==> src/rtl/deque_engine.sv <==
// deque_engine: circular-buffer double-ended queue.
// Accepts one push/pop at either end per cycle and returns a registered
// response one cycle later. Pushing when full or popping when empty is
// reported through rsp_err and leaves all state untouched.
module deque_engine #(
    parameter int WIDTH = 8,
    parameter int DEPTH = 4
) (
    input  logic                       clk,
    input  logic                       rst_n,
    input  logic                       clear,
    input  logic                       op_valid,
    input  logic [1:0]                 op_code,
    input  logic [WIDTH-1:0]           op_data,
    output logic                       rsp_valid,
    output logic [WIDTH-1:0]           rsp_data,
    output logic                       rsp_err,
    output logic [$clog2(DEPTH+1)-1:0] count,
    output logic                       full,
    output logic                       empty
);

    localparam int PW = $clog2(DEPTH);
    localparam int CW = $clog2(DEPTH + 1);

    // Op code bit 1 selects pop (1) or push (0); bit 0 selects front (1) or back (0).
    typedef enum logic [2:0] {
        ST_IDLE,
        ST_PUSH,
        ST_POP,
        ST_ERR,
        ST_CLEAR
    } op_state_t;

    logic [WIDTH-1:0] r_mem [DEPTH];
    logic [PW-1:0]    r_head;
    logic [PW-1:0]    r_tail;
    logic [CW-1:0]    r_count;
    logic             r_rspValid;
    logic [WIDTH-1:0] r_rspData;
    logic             r_rspErr;

    op_state_t        w_state;
    logic             w_full;
    logic             w_empty;
    logic             w_isPop;
    logic             w_isFront;
    logic [PW-1:0]    w_headDec;
    logic [PW-1:0]    w_headInc;
    logic [PW-1:0]    w_tailDec;
    logic [PW-1:0]    w_tailInc;

    assign w_full    = (r_count == CW'(DEPTH));
    assign w_empty   = (r_count == '0);
    assign w_isPop   = op_code[1];
    assign w_isFront = op_code[0];
    assign w_headDec = r_head - PW'(1);
    assign w_headInc = r_head + PW'(1);
    assign w_tailDec = r_tail - PW'(1);
    assign w_tailInc = r_tail + PW'(1);

    // Per-cycle decode of what this cycle does; clear outranks any op.
    always_comb begin
        w_state = ST_IDLE;
        if (clear) begin
            w_state = ST_CLEAR;
        end else if (op_valid) begin
            if (w_isPop) begin
                w_state = w_empty ? ST_ERR : ST_POP;
            end else begin
                w_state = w_full ? ST_ERR : ST_PUSH;
            end
        end
    end

    // Storage write port; contents are deliberately not reset.
    always_ff @(posedge clk) begin
        if (w_state == ST_PUSH) begin
            if (w_isFront) begin
                r_mem[w_headDec] <= op_data;
            end else begin
                r_mem[r_tail] <= op_data;
            end
        end
    end

    // Pointer, occupancy and registered response update.
    always_ff @(posedge clk or negedge rst_n) begin
        if (!rst_n) begin
            r_head     <= '0;
            r_tail     <= '0;
            r_count    <= '0;
            r_rspValid <= 1'b0;
            r_rspData  <= '0;
            r_rspErr   <= 1'b0;
        end else begin
            r_rspValid <= 1'b0;
            r_rspData  <= '0;
            r_rspErr   <= 1'b0;
            case (w_state)
                ST_CLEAR: begin
                    r_head  <= '0;
                    r_tail  <= '0;
                    r_count <= '0;
                end
                ST_PUSH: begin
                    r_rspValid <= 1'b1;
                    r_count    <= r_count + CW'(1);
                    if (w_isFront) begin
                        r_head <= w_headDec;
                    end else begin
                        r_tail <= w_tailInc;
                    end
                end
                ST_POP: begin
                    r_rspValid <= 1'b1;
                    r_count    <= r_count - CW'(1);
                    if (w_isFront) begin
                        r_rspData <= r_mem[r_head];
                        r_head    <= w_headInc;
                    end else begin
                        r_rspData <= r_mem[w_tailDec];
                        r_tail    <= w_tailDec;
                    end
                end
                ST_ERR: begin
                    r_rspValid <= 1'b1;
                    r_rspErr   <= 1'b1;
                end
                default: begin
                end
            endcase
        end
    end

    assign rsp_valid = r_rspValid;
    assign rsp_data  = r_rspData;
    assign rsp_err   = r_rspErr;
    assign count     = r_count;
    assign full      = w_full;
    assign empty     = w_empty;

endmodule

==> config.mk <==
export PLATFORM = sky130hd
export DESIGN_NAME = deque_engine
export DESIGN_NICKNAME = d
export VERILOG_FILES = /design/src/rtl/deque_engine.sv
export SDC_FILE = /design/constraint.sdc
export NUM_CORES = 1
export LEC_CHECK = 0
export ABC_CLOCK_PERIOD_IN_PS = 6600
export BUFFER_PORTS_ARGS = -buffer_cell sky130_fd_sc_hd__clkbuf_2
export CAP_MARGIN = 20
export CORE_UTILIZATION = 30
export CTS_CLUSTER_DIAMETER = 150
export DETAILED_ROUTE_END_ITERATION = 7
export SLEW_MARGIN = 20
export SYNTH_ARGS = -nofsm -noshare
export SYNTH_HDL_FRONTEND = slang
export SYNTH_SLANG_ARGS = --single-unit
==> constraint.sdc <==
create_clock -name clk -period 6.6 [get_ports clk]
set_input_delay 1.32 -clock clk [delete_from_list [all_inputs] [get_ports clk]]
set_output_delay 1.32 -clock clk [all_outputs]
set_load 0.02 [all_outputs]
# Word-level counts from Yosys, hierarchy flattened
# Memory sizes are Yosys's and may differ from the RTL's.
# Index checks and enable logic that the tools add are counted.
dict set report op_classes {
  muxes 25
  n_eq_ne 9
  n_reduce_logical 6
  add_sub_neg 6
}
# operator count
set ops {}
lappend ops {{two-way mux 8 bit} 3}
lappend ops {{two-way mux 2 bit} 8}
lappend ops {{case mux 2 bit (3 select lines)} 2}
lappend ops {{two-way mux 1 bit} 10}
lappend ops {{case mux 3 bit (3 select lines)} 1}
lappend ops {{inequality test 2 bit (second input constant)} 4}
lappend ops {{OR reduction 8 bit} 1}
lappend ops {{equality test 3 x 2 -> 1 bit (second input constant)} 2}
lappend ops {{equality test 3 bit (second input constant)} 2}
lappend ops {{AND reduction 3 bit} 2}
lappend ops {{adder 2 x 1 -> 2 bit (second input constant)} 2}
lappend ops {{subtractor 2 x 1 -> 2 bit (second input constant)} 2}
lappend ops {{adder 3 x 1 -> 3 bit (second input constant)} 1}
lappend ops {{equality test 3 x 1 -> 1 bit (second input constant)} 1}
lappend ops {{logical NOT 3 bit} 1}
lappend ops {{two-way mux 3 bit} 1}
lappend ops {{nonzero test 3 bit} 1}
lappend ops {{OR reduction 3 bit} 1}
lappend ops {{subtractor 3 x 1 -> 3 bit (second input constant)} 1}
dict set report word_totals {
  output_inout_bits 15
  reg_bits 17
  in_bits 14
  n_memories 1
  ramBits 32
}
# name words word_bits rd rd_clocked_by_memory_dff wr line
set memory_table {}
lappend memory_table {r_mem 4 8 2 0 1 35} ;# logic [WIDTH-1:0] r_mem [DEPTH];

# Longest topological paths before layout
# Gate-level depths: netlist of the first run.
dict set report logic_depth {
  ltp_word 10
  ltp_mapped 9
}

# Least setup slack after synthesis of the first run
# No wires, ideal clock.
dict set report synth_path {
  kind {input-to-reg}
  start {input port op_code[1]}
  end {memory r_mem[0][0] (enable)}
  arrival_time_ns 2.378
  path_stages 3
  path_buffers 1
  slack_ns 3.852
  required_ns 6.230
  setup_ns 0.370
  cell_sequence {buf_2 or3_2 nor2_1}
}
dict set report synth_via {
  elab_chain_cells 8
  elab_cells_between_ends 11
}
# element line
set synth_lines {}
lappend synth_lines {{start: declaration} 13} ;# input logic [1:0] op_code,
lappend synth_lines {{two-way mux 2 bit *} 68} ;# if (w_isPop) begin
lappend synth_lines {{two-way mux 2 bit *} 67} ;# end else if (op_valid) begin
lappend synth_lines {{two-way mux 3 bit *} 65} ;# if (clear) begin
lappend synth_lines {{equality test 3 x 1 -> 1 bit *} 78} ;# if (w_state == ST_PUSH) begin
lappend synth_lines {{two-way mux 1 bit} 78}
lappend synth_lines {{two-way mux 1 bit (not written as such)} 82} ;# r_mem[r_tail] <= op_data;
lappend synth_lines {{OR reduction 8 bit (no source line)} -}
lappend synth_lines {{two-way mux 2 bit (no source line) or two-way mux 1 bit (tied branches)} -}
lappend synth_lines {{end: declaration} 35}
# Mark *: on every way between the ends. The rest lies on a longest branch, timed or not.

# Worst setup path in the final report of the first run
dict set report layout_path {
  start {register r_count[1] (netlist: count[1])}
  end {output port empty}
}
dict set report layout_via {
  elab_chain_cells 1
}
# element line
set layout_lines {}
lappend layout_lines {{start: declaration} 38} ;# logic [CW-1:0] r_count;
lappend layout_lines {{start signal: assignment} 108} ;# r_count <= r_count + CW'(1);
lappend layout_lines {{start signal: assignment} 117} ;# r_count <= r_count - CW'(1);
lappend layout_lines {{logical NOT 3 bit} 54} ;# assign w_empty = (r_count == '0);
lappend layout_lines {{end: declaration} 20} ;# output logic empty
# Every way passes these cells.

==> flow_metrics.py, run 1 <==
metrics = {
    "routing": {
        "routedWlPerCell_um": 14.7,
        "totalWireLength_um": 4110,
        "routed_via_density": 4.64,
        "vias": 1300,
        "antenna_left": 0,
        "drt_first_pass_iters": 4,
        "drtIter0Drc": 45,
        "drc": 0,
    },
    "power": {
        "vdd_drop_max_mv": 0.0774,
        "powerDensity_mw_per_mm2": 233,
        "leakagePower_nw": 0.945,
    },
    "cells_and_area": {
        "multiInputGateArea_um2": 820,
        "fin_cells": 280,
        "area_growth_pct": 13.1,
        "fill_cells": 743,
        "fin_area_mm2": 0.00258,
        "antenna_cells": 0,
        "layout-drive-gt1-share_pct": 32.6,
        "layout.nets": 195,
        "seq_area_mm2": 0.00139,
    },
    "logic_synthesis": {
        "syn_nets": 170,
        "yosysWarnings": 0,
        "synth-seq-cells": 49,
        "ys_types": 34,
        "synth.cell_area_mm2": 0.00228,
        "seq_area_frac_synth_pct": 60.8,
        "syn_inst": 155,
        "syn_area_per_cell_um2": 14.7,
    },
    "timing": {
        "final_max_slew_viol_count": 0,
        "rsz0062_at_grt": "no",
        "period_needed_ns": 2.88,
        "max_freq_ghz": 0.347,
        "worst_pin_slew_ns": 0.849,
        "max_slew_margin_pct": 43.2,
        "fin_crit_sh_pct": 43.7,
        "finalWorstSetupSlack_ns": 3.72,
        "setup_tns_ns": 0,
        "setup_viol": 0,
        "fin_skew_ns": 0.00620,
        "hold_violations": 0,
        "worst_hold_slack_ns": 0.661,
    },
    "worst_setup_path": {
        "r2r-start": "count[1]$_DFFE_PN0P_",
        "criticalPathCategory": "reg2out",
        "endpoint_kind": "primary output",
        "reg2reg_depth": 8,
        "crit_required_ns": 5.28,
        "crit_start": "count[1]$_DFFE_PN0P_",
        "worstReg2RegEnd": "count[2]$_DFFE_PN0P_",
        "reg2reg_setup_slack_ns": 4.10,
        "crit_arrival_ns": 1.56,
        "critPathLaunchType": "register",
        "crit_fanout": 6,
    },
    "clock_network": {
        "cts_buffers": 5,
        "htreeDepth": 2,
        "cts_resized": 0,
        "postCtsSetupBuffers": 0,
        "clock_latency_ns": 0.30,
        "cts_tree": "yes",
        "cts.sinks": 49,
        "cts_root_buffer": "clkbuf_8",
        "cts_buffer_depth": 2,
        "hold_buffers": 0,
        "clk_pin_slew_worst_paths_ns": 0.08,
    },
    "place": {
        "gp_congestion": 0.762,
        "port_buffers": 28,
        "dp_slack_ns": 3.36,
        "dp.cells": 272,
        "placed_area_mm2": 0.00249,
        "dp_hpwl_um": 2860,
    },
    "grt": {
        "grt_pass1_wl_um": 6710,
        "grt_max_degree": 18,
        "antenna_found_initial": 0,
        "grt_overflow": 0,
        "grt_pass1_vias": 1309,
        "track_usage_pct": 11.8,
    },
    "outcome": {
        "status": "finished clean",
    },
    "die": {
        "num_rows": 31,
        "dieWidth_um": 89.2,
        "core_mm2": 0.00729,
        "dieArea_mm2": 0.00796,
        "io-pin-count": 29,
        "die_h_um": 89.2,
        "start_util_pct": 31.3,
    },
    "hold_path": {
        "holdPathStages": 2,
        "hold_path_class": "reg2reg",
        "hold_start": "count[2]$_DFFE_PN0P_",
        "min_to": "count[2]$_DFFE_PN0P_",
    },
    "run": {
        "cap_violations": 0,
    },
}
==> sequential cells by signal, indices dropped and copies added (netlist names) <==
name,count
rsp_valid,1
r_head,2
rsp_data,8
count,3
r_tail,2
rsp_err,1
r_mem,32
==> stage by stage <==
stage / util [%] / total power [mW]
CTS: 35.4 / 0.609
detailed placement: 34.2 / 0.442
global route: 35.4 / 0.630
floorplan: - / 0.418
finish: 35.4 / 0.602
global placement: 34.2 / 0.442
==> cell usage in the layout, fill, tap and decap left out, drive strengths merged, types with 2 or more instances in the layout <==
| cell | n |
|---|---|
| inv | 6 |
| mux2i | 2 |
| mux4 | 16 |
| nand2b | 5 |
| nor3b | 2 |
| a21oi | 13 |
| xnor2 | 3 |
| nand2 | 19 |
| a211oi | 2 |
| dfrtp | 17 |
| a31oi | 2 |
| clkbuf | 34 |
| or3 | 2 |
| nor2 | 9 |
| edfxtp | 32 |
| o21ai | 2 |
| clkinvlp | 2 |
==> cell usage after synthesis <==
cell      count  share of area [%]
inv_1         6               0.99
buf_4         2               0.66
dfrtp_1      17                 19
nand4_1       1               0.27
xor2_1        1               0.38
a21oi_2       2               0.77
or4_1         1               0.33
a31oi_1       2               0.55
fa_1          1               0.88
and3_1        1               0.27
a211oi_1      2               0.66
nand3b_1      1               0.33
o21ai_0       2               0.44
nor2_1        9                1.5
mux4_2       16                 16
or3_2         2               0.66
a21bo_2       1               0.44
nand2_1      19                3.1
mux2i_1       2               0.88
nor3_1        1               0.22
nor3b_1       1               0.33
or4b_4        1               0.60
nand4b_1      1               0.38
o32a_1        1               0.44
nand2b_1      4                1.1
nand2b_4      1               0.60
buf_2         6                1.3
a32oi_1       1               0.38
nand3_1       1               0.22
clkbuf_1      2               0.33
xnor2_1       3                1.2
edfxtp_1     32                 42
a21oi_1      11                2.4
nor3b_4       1               0.82
==> critical path, cell delays in order (launching register included) <==
cell and delay [ns]:
dfrtp_1 0.48, or3_2 0.56, inv_1 0.07, clkbuf_2 0.16
==> routing by layer <==
layer / vias to the layer above / track usage [%] / wire length [µm]
met4: 0 / 4.91 / 85
li1: 628 / - / -
met1: 629 / 15.5 / 1840
met5: - / 0 / 0
met3: 10 / 3.05 / 181
met2: 33 / 18.7 / 2000
==> worst max path at each step <==
stage	to	slack (ns)	depth (start not counted)
6_report	empty	3.72	3
5_1_grt	count[2]$_DFFE_PN0P_	3.50	10
4_1_cts	r_mem[3][6]$_DFFE_PP_	3.69	5
3_5_place_dp	r_mem[3][3]$_DFFE_PP_	3.36	5
3_3_place_gp	r_mem[3][5]$_DFFE_PP_	3.38	5
2_1_floorplan	r_mem[0][0]$_DFFE_PP_	3.85	3
==> cell type report <==
cell class	count	share of cell area (%)
clock buffer	6	2.81
clock inverter	2	0.582
inverter	6	0.873
multi-input combinational	90	31.8
sequential	49	53.7
tap	99	4.80
timing repair buffer	28	5.43
==> cells by family (layout without fill, tap and decap cells) <==
kind of cell | count (synthesis) | count (layout) | synth area share (%)
DFF | 49 | 49 | 60.8
and+or+nand+nor | 45 | 45 | 10.8
AOI/OAI and AO/OA | 22 | 22 | 6.09
muxes | 18 | 18 | 16.7
buffers and inverters | 16 | 42 | 3.29
xor gates and xnor gates | 4 | 4 | 1.54
adders and majority gates | 1 | 1 | 0.878
==> power breakdown <==
part	switching, mW	internal, mW	total (mW)
logic	0.0398	0.0383	0.0781
clock network	0.0938	0.0746	0.168
registers	0.0193	0.337	0.356
No activity file was read; power rests on OpenSTA's default activity.
==> inputs of run 2 (changes only) <==
Settings changed: ABC_AREA set to 1, ABC_CLOCK_PERIOD_IN_PS 6600 to 2470.
Clock period 6.6 ns to 2.47 ns, I/O delays scaled along.
==> flow_metrics.py, run 2 <==
metrics = {
    "outcome": {
        "status": "finished clean",
    },
    "worst_setup_path": {
        "critPathLaunchType": "register",
        "reg2reg_depth": 10,
        "crit_arrival_ns": 2.10,
        "worstReg2RegEnd": "count[2]$_DFFE_PN0P_",
        "reg2reg_setup_slack_ns": 0.57,
        "r2r-start": "count[1]$_DFFE_PN0P_",
        "criticalPathCategory": "reg2reg",
        "endpoint_kind": "register",
        "crit_start": "count[1]$_DFFE_PN0P_",
        "crit_fanout": 7,
        "crit_required_ns": 2.67,
    },
    "cells_and_area": {
        "area_growth_pct": 17.9,
        "mostFrequentLayoutCells": "nand2_1 (37), nor2_1 (33), edfxtp_1 (32)",
        "antenna_cells": 0,
        "fin_area_mm2": 0.00263,
        "layout-drive-gt1-share_pct": 21.5,
        "final_common_cell": "nand2_1",
        "multiInputGateArea_um2": 736,
        "layout.nets": 279,
        "fill_cells": 737,
        "largest_register_ffs": 32,
        "top_register": "r_mem",
        "seq_area_mm2": 0.00139,
    },
    "timing": {
        "fin_crit_sh_pct": 76.9,
        "rsz0062_at_grt": "no",
        "final_max_slew_viol_count": 0,
        "worst_hold_slack_ns": 0.121,
        "worst_pin_slew_ns": 0.474,
        "period_needed_ns": 1.90,
        "setup_tns_ns": 0,
        "max_freq_ghz": 0.527,
        "setup_viol": 0,
        "hold_violations": 0,
        "fin_skew_ns": 0.00700,
        "max_slew_margin_pct": 68.4,
    },
    "hold_path": {
        "hold_path_class": "in2async",
    },
    "clock_network": {
        "hold_buffers": 0,
        "clk_pin_slew_worst_paths_ns": 0.09,
        "cts_resized": 0,
        "cts_buffers": 5,
        "clock_latency_ns": 0.31,
        "cts_tree": "yes",
        "cts_buffer_depth": 2,
        "htreeDepth": 2,
        "cts_root_buffer": "clkbuf_8",
        "cts.sinks": 49,
        "postCtsSetupBuffers": 0,
    },
    "routing": {
        "antenna_left": 0,
        "routedWlPerCell_um": 14.1,
        "drtIter0Drc": 157,
        "routed_via_density": 4.85,
        "drc": 0,
        "drt_first_pass_iters": 4,
        "totalWireLength_um": 5130,
        "vias": 1766,
    },
    "logic_synthesis": {
        "yosysTopAreaCellShare_pct": 43.0,
        "yosysTopAreaCell": "edfxtp_1",
        "ys.flop_type": "edfxtp_1",
        "yosysMostFrequentCell": "nand2_1",
        "seq_area_frac_synth_pct": 62.1,
        "synth.cell_area_mm2": 0.00223,
        "synthTopCellsByCount": "nand2_1 (37), nor2_1 (33), edfxtp_1 (32)",
        "synth_edf_count": 32,
        "synth-seq-cells": 49,
        "ys_top_cells_by_area": "edfxtp_1 (43%), dfrtp_1 (19%), nand2_1 (6.2%)",
        "syn_area_per_cell_um2": 9.97,
        "syn_nets": 239,
        "ys_types": 23,
        "yosysWarnings": 0,
        "async_flop_share_pct": 34.7,
        "syn_inst": 224,
    },
    "grt": {
        "antenna_found_initial": 0,
        "grt_overflow": 0,
        "grt_pass1_vias": 1699,
        "grt_pass1_wl_um": 8050,
        "grt_max_degree": 18,
        "track_usage_pct": 14.4,
    },
    "place": {
        "gp_congestion": 0.787,
        "dp_hpwl_um": 3500,
        "port_buffers": 28,
        "placed_area_mm2": 0.00254,
    },
    "die": {
        "io-pin-count": 29,
        "dieArea_mm2": 0.00779,
        "start_util_pct": 31.0,
        "core_mm2": 0.00721,
        "die_h_um": 88.3,
        "dieWidth_um": 88.3,
        "num_rows": 31,
    },
    "power": {
        "p_sw_share_pct": 35.3,
        "internal-power_mw": 1.32,
        "seq_power_share_pct": 49.2,
        "vdd_drop_max_mv": 0.222,
        "clkPwrFrac_pct": 23.8,
        "p_switching_mw": 0.719,
        "leakagePower_nw": 1.14,
        "p_comb_share_pct": 27.0,
        "powerDensity_mw_per_mm2": 774,
    },
    "run": {
        "cap_violations": 0,
    },
}
-- run 2: routing by layer --
layer  routed length (µm)  global-route usage [%]
met5                    0                       0
met4                  120                    8.21
met3                  366                    3.26
met2                 2460                    22.5
met1                 2190                    18.4
-- run 2: kinds of logic after synthesis --
group	Yosys count	share of synthesized area, %
buffers and inverters	28	4.99
AOI/OAI and AO/OA	46	12.2
DFF	49	62.1
and+or+nand+nor	99	19.5
adders and majority gates	1	0.896
xor gates and xnor gates	1	0.392
-- run 2: power groups by stage --
stage | clock (mW) | sequential (mW) | combinational (mW)
CTS | 0.496 | 1.00 | 0.552
global placement | 0 | 1.02 | 0.546
floorplan | 0 | 1.05 | 0.336
detailed placement | 0 | 1.02 | 0.551
global route | 0.520 | 1.02 | 0.621
finish | 0.485 | 1.00 | 0.551
-- run 2: stage by stage --
| step | cells | util (%) | setup slack, ns | power (mW) |
|---|---|---|---|---|
| CTS | 364 | 36.5 | 0.560 | 2.05 |
| detailed placement | 356 | 35.2 | 0.443 | 1.57 |
| global route | 364 | 36.5 | 0.362 | 2.16 |
| floorplan | 224 | - | 0.584 | 1.38 |
| finish | 364 | 36.5 | 0.572 | 2.04 |
| global placement | 356 | 35.2 | 0.519 | 1.56 |
-- run 2: area by class of cell --
| cell class | count | area share [%] |
|---|---|---|
| sequential | 49 | 52.6 |
| clock inverter | 3 | 0.950 |
| inverter | 25 | 3.56 |
| timing repair buffer | 36 | 7.60 |
| tap | 99 | 4.70 |
| multi-input combinational | 147 | 27.9 |
| clock buffer | 5 | 2.61 |
-- run 2: critical path, stage by stage (launching register included) --
cell and delay [ns]:
dfrtp_1 0.45, nor2_2 0.18, nand2_1 0.14, nand3_2 0.15
inv_1 0.07, fa_1 0.37, xor2_1 0.16, nand2_1 0.08
nor2_1 0.04, nor2_1 0.09, o21ai_1 0.06
-- run 2: worst max-delay path by stage --
stage | to | slack [ns] | depth (start not counted)
after floorplan | r_mem[2][0]$_DFFE_PP_ | 0.58 | 7
after global placement | r_mem[0][4]$_DFFE_PP_ | 0.52 | 8
after detailed placement | r_mem[0][4]$_DFFE_PP_ | 0.44 | 8
after CTS | count[2]$_DFFE_PN0P_ | 0.56 | 10
after global routing | count[2]$_DFFE_PN0P_ | 0.36 | 9
final | count[2]$_DFFE_PN0P_ | 0.57 | 10
==> inputs of run 3 (changes only) <==
Settings changed: ABC_CLOCK_PERIOD_IN_PS 2470 to 1500.
Clock period 2.47 ns to 1.5 ns, I/O delays scaled along.
==> flow_metrics.py, run 3 (synthesis gave the netlist of run 2 again) <==
metrics = {
    "outcome": {
        "status": "finished with violations",
        "violations": "setup timing",
    },
    "routing": {
        "routed_via_density": 4.84,
        "drc": 0,
        "antenna_left": 0,
        "routedWlPerCell_um": 14.7,
        "drtIter0Drc": 71,
        "totalWireLength_um": 5790,
        "vias": 1906,
        "drt_first_pass_iters": 4,
    },
    "grt": {
        "track_usage_pct": 15.5,
        "use_met3_pct": 4.01,
        "grt_pass1_vias": 1863,
        "grt_overflow": 0,
        "use_met1_pct": 18.7,
        "busiest_layer": "met2",
        "antenna_found_initial": 0,
        "grtUsageMet2_pct": 26.2,
        "grt_max_degree": 18,
        "grt_pass1_wl_um": 8790,
    },
    "worst_setup_path": {
        "criticalPathCategory": "reg2reg",
        "slowest_stage": "dfrtp_2",
        "cpPeakStageDelay_ns": 0.45,
        "crit_arrival_ns": 1.72,
        "crit_fanout": 8,
        "endpoint_kind": "register",
        "crit_required_ns": 1.53,
        "critPathBufInv": 2,
        "crit_chain": "nand2_2 -> nand4_1 -> buf_4 -> nand2_4 -> nand3_4 -> nor2_4 -> buf_12",
        "crit_family": "simple AND/OR/NAND/NOR gates",
        "critPathLaunchType": "register",
    },
    "power": {
        "power_mw": 4.08,
        "clkPwrFrac_pct": 24.1,
        "powerDensity_mw_per_mm2": 1310,
        "seq_power_share_pct": 39.8,
        "p_switching_mw": 1.39,
        "vdd_drop_max_mv": 0.586,
        "p_comb_share_pct": 36.0,
        "p_sw_share_pct": 34.1,
        "internal-power_mw": 2.69,
        "leakagePower_nw": 1.32,
    },
    "die": {
        "start_util_pct": 31.0,
        "num_rows": 31,
        "core_mm2": 0.00721,
        "dieArea_mm2": 0.00779,
        "dieWidth_um": 88.3,
        "io-pin-count": 29,
        "die_h_um": 88.3,
    },
    "timing": {
        "fin_skew_ns": 0.0133,
        "finalWorstSetupSlack_ns": -0.194,
        "setup_viol": 35,
        "period_needed_ns": 1.69,
        "hold_violations": 0,
        "fin_crit_sh_pct": 113,
        "worst_hold_slack_ns": 0.201,
        "rsz0062_at_grt": "yes",
        "final_max_slew_viol_count": 0,
        "max_freq_ghz": 0.590,
        "worst_pin_slew_ns": 0.489,
        "max_slew_margin_pct": 67.4,
    },
    "cells_and_area": {
        "fill_cells": 699,
        "antenna_cells": 0,
        "layout.nets": 309,
        "fin_area_mm2": 0.00312,
        "layout-drive-gt1-share_pct": 39.7,
        "multiInputGateArea_um2": 885,
        "mostFrequentLayoutCells": "edfxtp_1 (32), buf_4 (30), nand2_1 (28), nor2_1 (28), clkbuf_2 (26)",
        "top_register": "r_mem",
        "final_common_cell": "edfxtp_1",
        "seq_area_mm2": 0.00139,
        "area_growth_pct": 39.6,
        "fin_cells": 394,
        "largest_register_ffs": 32,
    },
    "place": {
        "port_buffers": 28,
        "placed_area_mm2": 0.00282,
        "dp_hpwl_um": 3960,
        "dp_slack_ns": -0.238,
        "gp_congestion": 0.835,
        "dp.cells": 380,
    },
    "clock_network": {
        "htreeDepth": 2,
        "cts_root_buffer": "clkbuf_8",
        "cts_buffer_depth": 2,
        "cts_buffers": 5,
        "cts_tree": "yes",
        "clk_pin_slew_worst_paths_ns": 0.10,
        "clock_latency_ns": 0.31,
        "cts.sinks": 49,
    },
    "hold_path": {
        "hold_path_class": "in2reg",
    },
    "run": {
        "cap_violations": 0,
    },
}
==> run 3: cell count changes in the layout (fill, tap and decap cells not counted), moves of 5 or more <==
| cell | previous run | this run |
|---|---|---|
| nor2_4 | 0 | 5 |
| nand2_1 | 37 | 28 |
| nand2_2 | 0 | 8 |
| buf_4 | 8 | 30 |
| nor2_1 | 33 | 28 |
==> run 3: metal layers <==
layer / routed length, µm / part of all wire [%]
met1: 2500 / 43
met2: 2890 / 50
met3: 256 / 4.4
met4: 144 / 2.5
met5: 0 / 0
==> run 3: metrics by stage <==
| stage | utilization, % | TNS (ns) |
|---|---|---|
| finish | 43.2 | -5.79 |
| floorplan | - | -5.55 |
| global placement | 39.1 | -5.99 |
| global route | 43.2 | -9.15 |
| CTS | 42.1 | -5.06 |
| detailed placement | 39.1 | -6.78 |
==> run 3: layout make-up <==
| type | instances | share of cell area, % |
|---|---|---|
| clock buffers | 5 | 2.21 |
| multi-input cells | 147 | 28.4 |
| clock inverters | 3 | 1.53 |
| repair buffers | 66 | 16.1 |
| inverters | 25 | 3.25 |
| well taps | 99 | 3.97 |
| flip-flops and latches | 49 | 44.6 |
==> run 3: worst register-to-register path: stages, from the launching register on <==
cell and delay, ns:
dfrtp_2 0.45, nand2_2 0.07, nand4_1 0.24, buf_4 0.25, nand2_4 0.06, nand3_4 0.10, nor2_4 0.12, buf_12 0.13
==> run 3: worst paths after layout <==
path	endpoint	depth (start not counted)	slack [ns]	start
worst max-delay path	r_mem[3][6]$_DFFE_PP_	7	-0.19	count[2]$_DFFE_PN0P_
worst min-delay path	r_mem[0][4]$_DFFE_PP_	1	0.20	op_data[4]
worst max register to register	r_mem[3][6]$_DFFE_PP_	7	-0.19	count[2]$_DFFE_PN0P_
worst min register to register	rsp_data[4]$_DFF_PN0_	2	0.60	r_mem[1][4]$_DFFE_PP_
max in group asynchronous	count[2]$_DFFE_PN0P_	2	0.67	rst_n
min in group asynchronous	rsp_data[2]$_DFF_PN0_	2	0.47	rst_n
==> run 3: what timing repair did <==
item                                    CTS  global route
endpoints found under the setup margin   35            46
pin swaps                                16             6
resized for setup                        17            21
endpoints found under the hold margin    17             0
setup buffers                             3             4
hold buffers                              1             0
==> run 3: power by group through the flow <==
| stage | sequential, mW | clock, mW | combinational (mW) |
|---|---|---|---|
| global placement | 1.65 | 0 | 1.20 |
| floorplan | 1.74 | 0 | 0.611 |
| detailed placement | 1.65 | 0 | 1.22 |
| global route | 1.64 | 1.05 | 1.60 |
| CTS | 1.62 | 1.01 | 1.38 |
| finish | 1.62 | 0.983 | 1.47 |
